--- src/rtl/cpu_ctrl_pkg.sv ---
// cpu_ctrl_pkg: shared sizes, flow ops, state encoding and instruction field helpers
package cpu_ctrl_pkg;
    localparam int DEPTH = 8;
    localparam int AW    = 3;
    localparam int CW    = 4;
    localparam int CNTW  = 8;
    localparam int IW    = 9;

    localparam logic [1:0] FLOW_NEXT = 2'b00;
    localparam logic [1:0] FLOW_JMP  = 2'b01;
    localparam logic [1:0] FLOW_JC   = 2'b10;
    localparam logic [1:0] FLOW_HALT = 2'b11;

    localparam logic [1:0] ST_IDLE   = 2'd0;
    localparam logic [1:0] ST_RUN    = 2'd1;
    localparam logic [1:0] ST_STEP   = 2'd2;
    localparam logic [1:0] ST_HALTED = 2'd3;

    localparam int FLOW_LSB = 7;
    localparam int TGT_LSB  = 4;
    localparam int CTRL_LSB = 0;

    localparam int CTRL_LOAD = 0;
    localparam int CTRL_MUX  = 1;
    localparam int CTRL_ALU  = 2;

    function automatic logic [1:0] ins_flow(input logic [IW-1:0] i);
        return i[FLOW_LSB +: 2];
    endfunction

    function automatic logic [AW-1:0] ins_target(input logic [IW-1:0] i);
        return i[TGT_LSB +: AW];
    endfunction

    function automatic logic [CW-1:0] ins_ctrl(input logic [IW-1:0] i);
        return i[CTRL_LSB +: CW];
    endfunction
endpackage

--- src/rtl/cpu_sequencer_if.sv ---
// cpu_sequencer_if: control/programming bus between a host and the sequencer
interface cpu_sequencer_if;
    import cpu_ctrl_pkg::*;
    logic            start;
    logic            step;
    logic            halt_req;
    logic            prog_we;
    logic [AW-1:0]   prog_addr;
    logic [IW-1:0]   prog_data;
    logic            carry_in;
    logic [CW-1:0]   ctrl_out;
    logic [AW-1:0]   pc_out;
    logic [1:0]      state_out;
    logic            busy;
    logic            prog_err;
    logic [CNTW-1:0] exec_cnt;

    modport master (
        output start, step, halt_req, prog_we, prog_addr, prog_data, carry_in,
        input  ctrl_out, pc_out, state_out, busy, prog_err, exec_cnt
    );

    modport slave (
        input  start, step, halt_req, prog_we, prog_addr, prog_data, carry_in,
        output ctrl_out, pc_out, state_out, busy, prog_err, exec_cnt
    );
endinterface

--- src/rtl/seq_prog_mem.sv ---
// seq_prog_mem: flop-based microprogram store, one write port, one async read port
module seq_prog_mem
    import cpu_ctrl_pkg::*;
(
    input  logic          clk,
    input  logic          rstn,
    input  logic          we,
    input  logic [AW-1:0] waddr,
    input  logic [IW-1:0] wdata,
    input  logic [AW-1:0] raddr,
    output logic [IW-1:0] rdata
);
    logic [IW-1:0] mem_q [DEPTH];
    logic [IW-1:0] mem_d [DEPTH];

    assign rdata = mem_q[raddr];

    // merge the single write into the next-state copy of the store
    always_comb begin
        mem_d = mem_q;
        if (we) mem_d[waddr] = wdata;
    end

    // store clears to all-NEXT/ctrl-0 on reset
    always_ff @(posedge clk or negedge rstn) begin
        if (!rstn) mem_q <= '{default: '0};
        else       mem_q <= mem_d;
    end
endmodule

--- src/rtl/cpu_sequencer.sv ---
// cpu_sequencer: programmable run/halt/step microsequencer driving the datapath control word
module cpu_sequencer
    import cpu_ctrl_pkg::*;
(
    input logic            clk,
    input logic            rstn,
    cpu_sequencer_if.slave bus
);
    logic [1:0]      state_q, state_d;
    logic [AW-1:0]   pc_q, pc_d;
    logic [CNTW-1:0] cnt_q, cnt_d;
    logic            err_q, err_d;
    logic [IW-1:0]   instr;
    logic [1:0]      flow;
    logic            issuing;

    assign issuing = (state_q == ST_RUN) || (state_q == ST_STEP);
    assign flow    = ins_flow(instr);

    seq_prog_mem u_mem (
        .clk   (clk),
        .rstn  (rstn),
        .we    (bus.prog_we && !issuing),
        .waddr (bus.prog_addr),
        .wdata (bus.prog_data),
        .raddr (pc_q),
        .rdata (instr)
    );

    assign bus.ctrl_out  = issuing ? ins_ctrl(instr) : '0;
    assign bus.pc_out    = pc_q;
    assign bus.state_out = state_q;
    assign bus.busy      = (state_q == ST_RUN);
    assign bus.prog_err  = err_q;
    assign bus.exec_cnt  = cnt_q;

    // sequencing: execute current instruction while issuing, otherwise accept start/step
    always_comb begin
        state_d = state_q;
        pc_d    = pc_q;
        cnt_d   = cnt_q;
        err_d   = err_q;
        if (issuing) begin
            pc_d    = (flow == FLOW_JMP || (flow == FLOW_JC && bus.carry_in)) ? ins_target(instr) : pc_q + AW'(1);
            state_d = (state_q == ST_STEP || flow == FLOW_HALT || bus.halt_req) ? ST_HALTED : ST_RUN;
            cnt_d   = (&cnt_q) ? cnt_q : cnt_q + CNTW'(1);
            err_d   = err_q | bus.prog_we;
        end else if (!bus.halt_req && bus.start) begin
            state_d = ST_RUN;
            cnt_d   = '0;
            err_d   = 1'b0;
        end else if (!bus.halt_req && bus.step) begin
            state_d = ST_STEP;
        end
    end

    // architectural state registers
    always_ff @(posedge clk or negedge rstn) begin
        if (!rstn) begin
            state_q <= ST_IDLE;
            pc_q    <= '0;
            cnt_q   <= '0;
            err_q   <= 1'b0;
        end else begin
            state_q <= state_d;
            pc_q    <= pc_d;
            cnt_q   <= cnt_d;
            err_q   <= err_d;
        end
    end
endmodule

--- src/flat_wrapper.sv ---
// flat-port wrapper written by rule: the top's interface ports become plain ports
module cpu_sequencer_flat import cpu_ctrl_pkg::*;
  (clk, rstn, bus_start, bus_step, bus_halt_req, bus_prog_we, bus_prog_addr, bus_prog_data, bus_carry_in, bus_ctrl_out, bus_pc_out, bus_state_out, bus_busy, bus_prog_err, bus_exec_cnt);
  cpu_sequencer_if bus_i ();
  input logic clk;
  input logic rstn;
  input wire logic [$bits(bus_i.start)-1:0] bus_start;
  input wire logic [$bits(bus_i.step)-1:0] bus_step;
  input wire logic [$bits(bus_i.halt_req)-1:0] bus_halt_req;
  input wire logic [$bits(bus_i.prog_we)-1:0] bus_prog_we;
  input wire logic [$bits(bus_i.prog_addr)-1:0] bus_prog_addr;
  input wire logic [$bits(bus_i.prog_data)-1:0] bus_prog_data;
  input wire logic [$bits(bus_i.carry_in)-1:0] bus_carry_in;
  output wire logic [$bits(bus_i.ctrl_out)-1:0] bus_ctrl_out;
  output wire logic [$bits(bus_i.pc_out)-1:0] bus_pc_out;
  output wire logic [$bits(bus_i.state_out)-1:0] bus_state_out;
  output wire logic [$bits(bus_i.busy)-1:0] bus_busy;
  output wire logic [$bits(bus_i.prog_err)-1:0] bus_prog_err;
  output wire logic [$bits(bus_i.exec_cnt)-1:0] bus_exec_cnt;
  assign bus_i.start = bus_start;
  assign bus_i.step = bus_step;
  assign bus_i.halt_req = bus_halt_req;
  assign bus_i.prog_we = bus_prog_we;
  assign bus_i.prog_addr = bus_prog_addr;
  assign bus_i.prog_data = bus_prog_data;
  assign bus_i.carry_in = bus_carry_in;
  assign bus_ctrl_out = bus_i.ctrl_out;
  assign bus_pc_out = bus_i.pc_out;
  assign bus_state_out = bus_i.state_out;
  assign bus_busy = bus_i.busy;
  assign bus_prog_err = bus_i.prog_err;
  assign bus_exec_cnt = bus_i.exec_cnt;
  cpu_sequencer u_core (.clk(clk), .rstn(rstn), .bus(bus_i));
endmodule
--- config.mk ---
export PLATFORM = sky130hd
export DESIGN_NAME = cpu_sequencer_flat
export DESIGN_NICKNAME = d
export VERILOG_FILES = /design/src/rtl/cpu_ctrl_pkg.sv /design/src/rtl/cpu_sequencer_if.sv /design/src/rtl/seq_prog_mem.sv /design/src/rtl/cpu_sequencer.sv /design/src/flat_wrapper.sv
export SDC_FILE = /design/constraint.sdc
export NUM_CORES = 1
export LEC_CHECK = 0
export CORE_MARGIN = 2
export CORE_UTILIZATION = 57
export CTS_CLUSTER_SIZE = 20
export DETAILED_ROUTE_END_ITERATION = 16
export PLACE_DENSITY = 0.87
export SYNTH_ARGS = -nofsm -noshare
export SYNTH_HDL_FRONTEND = slang
export SYNTH_SLANG_ARGS = --single-unit
--- constraint.sdc ---
create_clock -name clk -period 2.7 [get_ports clk]
set_input_delay 0.54 -clock clk [delete_from_list [all_inputs] [get_ports clk]]
set_output_delay 0.54 -clock clk [all_outputs]
set_load 0.005 [all_outputs]
# Word level (Yosys, flattened, before mapping)
# Cells that the tools add are included.
# classes
n_addsub	2
magnitude_cmp	3
eq_ne	6
mux	17
n_bitwise	3
reduce_logical	15
# op_table
cell	n
bitwise mux 72 bit	1
binary-select mux 9 bit (select 3 bit)	1
demux 9 bit (select 3 bit)	1
two-way mux 9 bit	3
two-way mux 8 bit	3
adder 8 x 1 -> 8 bit, second input constant	1
>= comparator 4 bit, second input constant	2
two-way mux 2 bit	4
NOT 3 -> 4 bit	2
AND reduction 8 bit	1
equality test 2 bit, second input constant	3
logical AND 1 bit	5
equality test 2 x 1 -> 1 bit, second input constant	2
logical OR 1 bit	4
less-than comparator 4 x 1 -> 1 bit, second input constant	1
two-way mux 4 bit	1
adder 3 x 1 -> 3 bit, second input constant	1
two-way mux 3 bit	1
nonzero test 3 bit	1
zero test 1 bit	2
two-way mux 1 bit	2
!= test 2 bit, second input constant	1
AND reduction 2 bit	1
nonzero test 2 bit	1
OR 1 bit	1
# totals
reg_bits	86
input_bits	19
output_inout_bits	19
elab_cells	58

# Depth between registers and ports, before layout
# depth
depth_word	9
mapped_depth	9
ltp_nobuf	7

# Hierarchy
# Synthesis repeated with hierarchy kept, for this count alone.
# hier_totals
hier_cells	277
hier_area_um2	4206.5
# modules_own_cells
module	n_inst	cells_each	area_per_inst_um2	seq_area_each_um2
seq_prog_mem	1	191	3352.0	1801.7
cpu_sequencer	1	86	854.6	350.3

# Worst setup path before layout
# OpenSTA, ideal clock, no wires.
# synth_path
path_kind	register to register
from	register u_core.state_q[0], in the netlist u_core.bus.state_out[0]
to	register u_core.u_mem.mem_q[63] in the netlist's numbering
setup_ns	0.125
t_arrival_ns	2.119
required_ns	2.575
setup_slack_ns	0.456
stages_incl_launch_ff	10
n_path_buf	3
synth_period_minus_slack_ns	2.244
cell_sequence	dfrtp_1 > inv_1 > ha_1 > buf_6 > inv_4 > or3_4 > buf_6 > or3_1 > buf_6 > mux2_4
# synth_via
elab_chain_cells	4
elab_cells_between_ends	5
classes_between	2 x eq/ne; 3 x reduce/logical
# synth_rtl
element	line	text
from (decl)	cpu_sequencer.sv:9	logic [1:0] state_q, state_d;
from (signal assigned)	cpu_sequencer.sv:65	state_q <= state_d;
equality test 2 x 1 -> 1 bit / equality test 2 bit (equally long branches)	cpu_sequencer.sv:17	assign issuing = (state_q == ST_RUN) || (state_q == ST_STEP);
logical OR 1 bit (*)	cpu_sequencer.sv:17	
zero test 1 bit (*)	cpu_sequencer.sv:23	.we (bus.prog_we && !issuing),
logical AND 1 bit (*)	cpu_sequencer.sv:23	
to (signal assigned)	seq_prog_mem.sv:27	else mem_q <= mem_d;
to (decl)	seq_prog_mem.sv:13	logic [IW-1:0] mem_q [DEPTH];
# Every way passes the cells marked *; elsewhere a longest branch is shown, timed or not.
# A chain may end at the register's enable or synchronous reset.

# Worst setup path in the final report
# layout_path
from	register u_core.pc_q[0], in the netlist u_core.bus.pc_out[0]
to	output bus_ctrl_out[2]
# layout_via
elab_chain_cells	5
# layout_rtl
element	line	text
from (decl)	cpu_sequencer.sv:10	logic [AW-1:0] pc_q, pc_d;
from (signal assigned)	cpu_sequencer.sv:66	pc_q <= pc_d;
NOT 3 -> 4 bit (not written as such)	seq_prog_mem.sv:16	assign rdata = mem_q[raddr];
binary-select mux 9 bit (select 3 bit)	seq_prog_mem.sv:16	
two-way mux 9 bit (not written as such) (2 in series)	seq_prog_mem.sv:16	
two-way mux 4 bit	cpu_sequencer.sv:30	assign bus.ctrl_out = issuing ? ins_ctrl(instr) : '0;
to (decl)	flat_wrapper.sv:14	output wire logic [$bits(bus_i.ctrl_out)-1:0] bus_ctrl_out;
# Every way passes these cells. The select of a mux whose other input is x is not followed.

==> results.cfg <==
[critical_path]
cp-startpoint = u_core.bus.pc_out[0]
r2r-end = u_core.u_mem.mem_q[66]
crit_arrival_ps = 2110
crit_type = reg -> out
crit_end = bus_ctrl_out[2]
path_max_fanout = 6
r2r_setup_slack_ps = 350
r2r_start = u_core.bus.state_out[0]
start_kind = register
reg2regPathDepth = 7
required_ps = 2160
crit_path_end_kind = primary output

[global_route]
busiest_layer = met2
track_usage_pct = 24.52
met1_usage_pct = 33.47
gr-total-overflow = 0
grt_util_met2_pct = 38.51
grt_start_max_net_pins = 46
grt_pass1_vias = 2925
grt_antenna_before_repair = 0
grt_pass1_wl_um = 15380
met3_usage_pct = 4.694

[detailed_routing]
drt_iter0_drc = 187
num_vias = 2744
firstDrtPassIters = 7
drc = 0
vias_per_cell = 5.991
wire_per_inst_um = 20.24
wirelength_um = 9270
ant_nets = 0

[sta]
worstMarginPinSlew_ps = 759.4
slew_headroom_pct = 49.38
final-hold-violation-count = 0
max_freq_mhz = 377.4
rsz0062_at_grt = false
post-route-period-util_pct = 98.13
finalCriticalPeriod_ps = 2649
fin_tns_setup_ps = 0
setup_viol = 0
slew_violations = 0
skew_ps = 9.667

[synthesis]
syn_area_per_cell_sq_um = 14.01
synth_edf_count = 0
netlist.area_leader.share_pct = 51.39
synth_seq_cells = 86
synth.distinct_cells = 40
yosys_warnings = 0
synth.area.top_cells = dfrtp_1 51%, mux2_2 17%, mux4_2 8.1%
yosysSeqAreaShare_pct = 51.39
async_reset_ff_share_pct = 100.0
synth_fp_nets = 322
netlist_top_cells_count = 86 x dfrtp_1, 65 x mux2_2, 17 x mux2i_1
synth_ff_type = dfrtp_1
synth_largest_area_cell = dfrtp_1
synth.most_common_cell = dfrtp_1
syn_area_sq_um = 4188
syn-instance-count = 299

[place]
numPortBuffers = 37
hpwlAfterDp_um = 5778
place_congestion = 0.8265
placed_cell_area_sq_um = 4721

[clocking]
cts_max_path_buffers = 2
htreeDepth = 3
cts.clk_slew.worst_paths_ps = 80
cts_root_buf = clkbuf_8
cts_tree = built
cts_buffers = 9
clk_latency_ps = 350
cts_sinks = 86

[power]
clkPwrFrac_pct = 15.8
p_total_mw = 6.273
p_sw_share_pct = 33.70
p_switching_mw = 2.114
power_leakage_nw = 2.226
power_frac_comb_pct = 46.8
powerDensity_nw_per_um2 = 1248
internal_power_mw = 4.159
vdd_ir_drop_max_v = 0.0005894
seq_power_share_pct = 37.4

[floorplanning]
chipHeight_um = 89.72
initial_utilization_pct = 58.36
die_w_um = 89.72
core_sq_um = 7176
io_pins = 38
die-area_sq_um = 8049
rows = 31

[run_status]
status = finished, final reports clean

[finish]
nets = 377
antennaDiodeCount = 0
area_delta_synth_final_pct = 20.02
fin_area_sq_um = 5026
drive_above_1_share_pct = 37.88

[run]
maxCapViolations = 0

[hold_path]
hold_class = in -> async
## power by group through the flow
stage | logic, mW | clock network, mW | registers, mW
after floorplan | 2.05 | 0 | 2.18
after global placement | 2.62 | 0 | 2.29
after detailed placement | 2.74 | 0 | 2.34
after CTS | 2.87 | 1.00 | 2.32
after global routing | 3.15 | 1.06 | 2.42
final | 2.94 | 0.992 | 2.34
## cell usage in the layout (no fill, tap or decap), drive strengths merged, types with 5 or more instances in the layout
cell | netlist | final
clkbuf | 2 | 13
nor2 | 18 | 18
buf | 10 | 18
mux4 | 15 | 15
dfrtp | 86 | 86
nand3 | 5 | 5
clkdlybuf4s50 | 0 | 34
mux2 | 74 | 74
mux2i | 17 | 17
xor2 | 5 | 5
o21ai | 7 | 7
nand2 | 13 | 13
inv | 6 | 6
## repair_timing
item | 4_1_cts | 5_1_grt
pin swaps | 0 | 0
gates resized for setup | 0 | 5
endpoints found under the setup margin | 3 | 3
cloned | 1 | 1
hold buffers | 0 | 0
buffers inserted | 1 | 2
## worst min path at each step
stage	from	endpoint	cells past startpoint
floorplan	rstn	u_core.bus.exec_cnt[0]	0
global placement	u_core.bus.prog_err	u_core.bus.prog_err	2
detailed placement	u_core.bus.prog_err	u_core.bus.prog_err	2
CTS	rstn	u_core.bus.exec_cnt[5]	1
global route	rstn	u_core.u_mem.mem_q[43]	1
finish	rstn	u_core.u_mem.mem_q[43]	1
## logic make-up (layout without fill, tap and decap cells)
group / count (synthesis) / after routing / share of synthesized area, %
adders and majority gates: 4 / 4 / 1.195
DFF: 86 / 86 / 51.39
muxes: 106 / 106 / 32.84
xor gates and xnor gates: 5 / 5 / 1.046
and+or+nand+nor: 58 / 58 / 7.021
AOI/OAI and AO/OA: 22 / 22 / 3.794
buffers and inverters: 18 / 78 / 2.719
## layer usage
| layer | vias to the layer above | part of all wire (%) |
|---|---|---|
| met4 | 0 | 3.1 |
| met3 | 28 | 4.2 |
| met1 | 1432 | 44 |
| met2 | 79 | 49 |
| li1 | 1205 | - |
| met5 | - | 0 |
## critical path: stages, from the launching register on
cell	delay, ps
dfrtp_2	430
buf_12	150
mux4_2	500
mux2i_1	160
nor2_1	80
clkdlybuf4s50_1	440
## state kept, by name, indices dropped and copies added (netlist names)
signal                count
u_core.bus.state_out      2
u_core.bus.pc_out         3
u_core.u_mem.mem_q       72
u_core.bus.exec_cnt       8
u_core.bus.prog_err       1
## cell type report
class	count	area, sq um
clock buffer	12	145.1
inverter	6	25.02
tap	99	123.9
fill	470	2150
timing repair buffer	56	583.1
sequential	86	2155
clock inverter	4	70.07
multi-input combinational	195	1924
## metrics by stage
stage               util [%]  cells  setup slack [ps]  hold slack, ps
floorplan                  -    299             455.6           244.4
global placement       65.79    437             281.9           470.2
detailed placement     65.79    437             269.8           470.6
CTS                    69.35    455             24.41           196.3
global route           70.04    458             18.40           218.2
finish                 70.04    458             50.52           178.7
Note: power is estimated with default switching activity, not from simulation.
